==> src/rtl/multiplicador_secuencial.sv <==
// Sequential shift-and-add unsigned multiplier: one multiplier bit per clock.
// Latency: TAMANO+1 edges from the edge sampling start to done; start accepted only in IDLE.
// Ports: clk, rst (async, active-high), start/A/B in; Result (2*TAMANO), busy, done out.
module multiplicador_secuencial #(
   parameter int TAMANO = 4
) (
   input  logic                  clk,
   input  logic                  rst,
   input  logic                  start,
   input  logic [TAMANO-1:0]     A,
   input  logic [TAMANO-1:0]     B,
   output logic [2*TAMANO-1:0]   Result,
   output logic                  busy,
   output logic                  done
);

   localparam int PW = 2 * TAMANO;
   localparam int CW = $clog2(TAMANO + 1);
   localparam int IW = (TAMANO > 1) ? $clog2(TAMANO) : 1;

   typedef enum logic {IDLE, RUN} state_t;

   state_t            state, state_nxt;
   logic [TAMANO-1:0] a_reg, a_nxt;
   logic [TAMANO-1:0] b_reg, b_nxt;
   logic [CW-1:0]     cnt, cnt_nxt;
   logic [PW-1:0]     acc, acc_nxt;
   logic [PW-1:0]     result_nxt;
   logic              done_nxt;

   logic              b_bit;
   logic [PW-1:0]     pp;
   logic [PW-1:0]     sum;

   // cnt never exceeds TAMANO-1 while in RUN, so its low IW bits suffice as a bit index.
   assign b_bit = b_reg[cnt[IW-1:0]];
   // Multiplicand is zero-extended before the shift so no partial-product bit is lost.
   assign pp    = b_bit ? ({{TAMANO{1'b0}}, a_reg} << cnt) : '0;
   assign sum   = acc + pp;

   always_comb begin
      state_nxt  = state;
      a_nxt      = a_reg;
      b_nxt      = b_reg;
      cnt_nxt    = cnt;
      acc_nxt    = acc;
      result_nxt = Result;
      done_nxt   = 1'b0;
      case (state)
         IDLE: begin
            if (start) begin
               a_nxt     = A;
               b_nxt     = B;
               acc_nxt   = '0;
               cnt_nxt   = '0;
               state_nxt = RUN;
            end
         end
         RUN: begin
            acc_nxt = sum;
            cnt_nxt = cnt + CW'(1);
            // Last bit: publish the sum including this final partial product.
            if (cnt == CW'(TAMANO - 1)) begin
               result_nxt = sum;
               done_nxt   = 1'b1;
               state_nxt  = IDLE;
            end
         end
         default: state_nxt = IDLE;
      endcase
   end

   always_ff @(posedge clk or posedge rst) begin
      if (rst) begin
         state  <= IDLE;
         a_reg  <= '0;
         b_reg  <= '0;
         cnt    <= '0;
         acc    <= '0;
         Result <= '0;
         done   <= 1'b0;
      end else begin
         state  <= state_nxt;
         a_reg  <= a_nxt;
         b_reg  <= b_nxt;
         cnt    <= cnt_nxt;
         acc    <= acc_nxt;
         Result <= result_nxt;
         done   <= done_nxt;
      end
   end

   assign busy = (state == RUN);

endmodule
==> config.mk <==
export PLATFORM = sky130hd
export DESIGN_NAME = multiplicador_secuencial
export DESIGN_NICKNAME = d
export VERILOG_FILES = /design/src/rtl/multiplicador_secuencial.sv
export SDC_FILE = /design/constraint.sdc
export NUM_CORES = 1
export LEC_CHECK = 0
export ABC_AREA = 1
export CAP_MARGIN = 0
export CORE_MARGIN = 2
export CORE_UTILIZATION = 46
export DETAILED_ROUTE_END_ITERATION = 8
export GPL_TIMING_DRIVEN = 0
export PLACE_DENSITY_LB_ADDON = 0.2
export SYNTH_ARGS = -nofsm -noshare
export SYNTH_HDL_FRONTEND = slang
export SYNTH_SLANG_ARGS = --single-unit
==> constraint.sdc <==
create_clock -name clk -period 7.06 [get_ports clk]
set_clock_uncertainty 0.2 [all_clocks]
set_input_delay 1.059 -clock clk [delete_from_list [all_inputs] [get_ports clk]]
set_output_delay 1.059 -clock clk [all_outputs]
set_load 0.01 [all_outputs]
==> flow_metrics.py <==
metrics = {
    "final_layout": {
        "design_area_um2": 1990,
        "n_antenna_cell": 0,
        "synthToLayoutAreaGrowth_pct": 20.8,
        "layout.nets": 255,
        "nFillCells": 331,
        "drive_gt1_share_pct": 8.94,
        "reg_top3": "Result (8), acc (8)",
    },
    "drt": {
        "drtAntennaViolNets": 0,
        "via_count": 1423,
        "drt-initial-drc-count": 54,
        "vias_per_cell": 5.06,
        "routed_wl_um": 3410,
        "first_pass_iters": 4,
        "wl_per_cell_um": 12.1,
        "drc": 0,
    },
    "synth": {
        "postSynthAreaPerCell_um2": 7.95,
        "synth_top_area_share_pct": 44.1,
        "synth_area_leaders": "dfrtp_1, nand2_1, ha_1",
        "syn_area_um2": 1650,
        "synth_cell_types": 26,
        "syn_inst": 207,
        "yosysTopAreaCell": "dfrtp_1",
        "ys_warn_count": 0,
        "synth_seq_area_share_pct": 44.1,
        "ys_ff_latch": 29,
        "synth_nets": 228,
    },
    "clock_network": {
        "cts_root_buf": "clkbuf_4",
        "htreeDepth": 2,
        "cts_tree": "yes",
        "cts_resized": 0,
        "cts_buffers": 5,
        "path_clk_slew_ns": 0.09,
        "clock_sinks": 29,
        "postCtsSetupBuffers": 0,
        "clk_latency_ns": 0.35,
        "cts_hold_buf": 0,
        "cts_buffer_depth": 2,
    },
    "power": {
        "powerDensity_nw_per_um2": 539,
        "vdd_drop_max_mv": 0.213,
        "power_mw": 1.07,
        "p_leak_nw": 0.989,
    },
    "worst_setup_path": {
        "cp-start-kind": "flip-flop",
        "cp.depth": 1,
        "crit_path_end_kind": "primary output",
        "path_cells": "clkdlybuf4s50_1",
        "worst_r2r_path_depth": 13,
        "crit_buf_inv": 1,
        "cp_max_fo": 8,
        "critPathSlowestCell": "clkdlybuf4s50_1",
        "cpPeakStageDelay_ns": 0.59,
        "critPathTopFamily": "buffers and inverters",
        "cp.required_ns": 5.80,
        "critPathKind": "flip-flop to primary output",
        "worstPathArrival_ns": 1.44,
    },
    "grt": {
        "grt_max_degree": 30,
        "grtUsageTotal_pct": 18.9,
        "grt_pass1_wl_um": 5790,
        "grt_overflow": 0,
        "antenna_found_initial": 0,
        "grt_pass1_vias": 1366,
    },
    "place": {
        "gp_congestion": 0.842,
        "dp_slack_ns": 4.38,
        "post_dp_cell_area_um2": 1900,
        "hpwl_um": 2530,
        "portBuffers": 20,
    },
    "job": {
        "drv_cap": 0,
    },
    "timing": {
        "hold_viol_final": 0,
        "fmax_mhz": 370,
        "worst_slew_pin_slew_ns": 1.07,
        "worst_slack_ns": 4.36,
        "rsz0062_at_grt": "no",
        "fin_hold_ws_ns": 0.285,
        "setup_viol": 0,
        "final_max_slew_viol_count": 0,
        "slew_headroom_pct": 28.3,
        "finalCritPeriodShare_pct": 38.3,
        "period_minus_slack_ns": 2.70,
        "tns_ns": 0,
    },
    "floorplan": {
        "dieWidth_um": 63.8,
        "design.die.area_um2": 4070,
        "core-area_um2": 3390,
        "rows": 21,
        "start_util_pct": 48.5,
        "die_y_um": 63.8,
        "ios": 21,
    },
    "status": {
        "status": "finished clean",
    },
    "worst_hold_path": {
        "worst_hold_path.num_cells": 2,
        "hold_class": "flip-flop to flip-flop",
    },
}
metal layers:
metal  GRT usage [%]  vias to the layer above  part of all wire, %
li1                -                      730                    -
met1            23.0                      655                   46
met2            30.9                       30                   47
met3            4.23                        8                  4.2
met4            10.6                        0                  2.6
met5               0                        -                    0
final cells by class:
cell class,count,area [um^2],share of cell area (%)
plain buffers,5,31.3,1.57
repair buffers,20,200,10.1
clock inverters,1,30.0,1.51
multi-input cells,147,791,39.8
inverters,26,97.6,4.91
flip-flops and latches,29,726,36.5
clock buffers,7,55.1,2.77
well taps,46,57.6,2.89
synth_stat cells:
cell and number:
a21oi_1 11, xnor2_1 1, o22ai_1 4, nand3_2 4
nand3b_1 1, nor3_1 1, nor2_4 1, clkbuf_1 2
buf_6 1, nor2_1 17, dfrtp_1 29, o21bai_1 1
inv_2 2, nand3_1 20, nand2_2 3, ha_1 9
buf_2 1, nand4_1 1, a31oi_1 3, nand2_1 51
xor2_1 2, or2_2 1, fa_1 1, buf_4 1
o21ai_0 15, inv_1 24
through the flow:
step                      util (%)  instances
after floorplan                  -        207
after global placement        56.1        273
after detailed placement      56.1        273
after CTS                     58.7        281
after global routing          58.7        281
final                         58.7        281
kinds of logic (layout without fill, tap and decap cells):
family / count (synthesis) / in the layout / share of synthesized area (%)
DFF: 29 / 29 / 44.1
and+or+nand+nor: 100 / 100 / 27.4
xor gates and xnor gates: 3 / 3 / 1.60
adders and majority gates: 10 / 10 / 8.06
buffers and inverters: 31 / 59 / 7.83
AOI/OAI and AO/OA: 34 / 34 / 11.0
placed cells by master (no fill, tap or decap), drive strengths merged, types with 2 or more instances in the layout:
| cell | count |
|---|---|
| o21ai | 15 |
| clkbuf | 9 |
| clkdlybuf4s50 | 20 |
| nand3 | 24 |
| a21oi | 11 |
| ha | 9 |
| xor2 | 2 |
| dfrtp | 29 |
| nand2 | 54 |
| a31oi | 3 |
| o22ai | 4 |
| nor2 | 18 |
| inv | 26 |
| buf | 3 |
report_power, final:
group | internal [mW] | switching, mW | total, mW | leakage [nW]
clock network | 0.0845 | 0.0611 | 0.146 | 0.0455
registers | 0.250 | 0.0517 | 0.302 | 0.346
logic | 0.251 | 0.374 | 0.625 | 0.598
total | 0.585 | 0.487 | 1.07 | 0.989
path summary, 6_finish.rpt:
path,start,to,slack (ns)
setup / recovery,busy,busy,4.36
hold / removal,Result[3],Result[3],0.29
setup reg to reg,cnt[1],Result[6],4.37
hold reg to reg,Result[3],Result[3],0.29
max in group asynchronous,rst,Result[3],4.94
min in group asynchronous,rst,Result[0],1.07
Note: power is estimated with default switching activity, not from simulation.
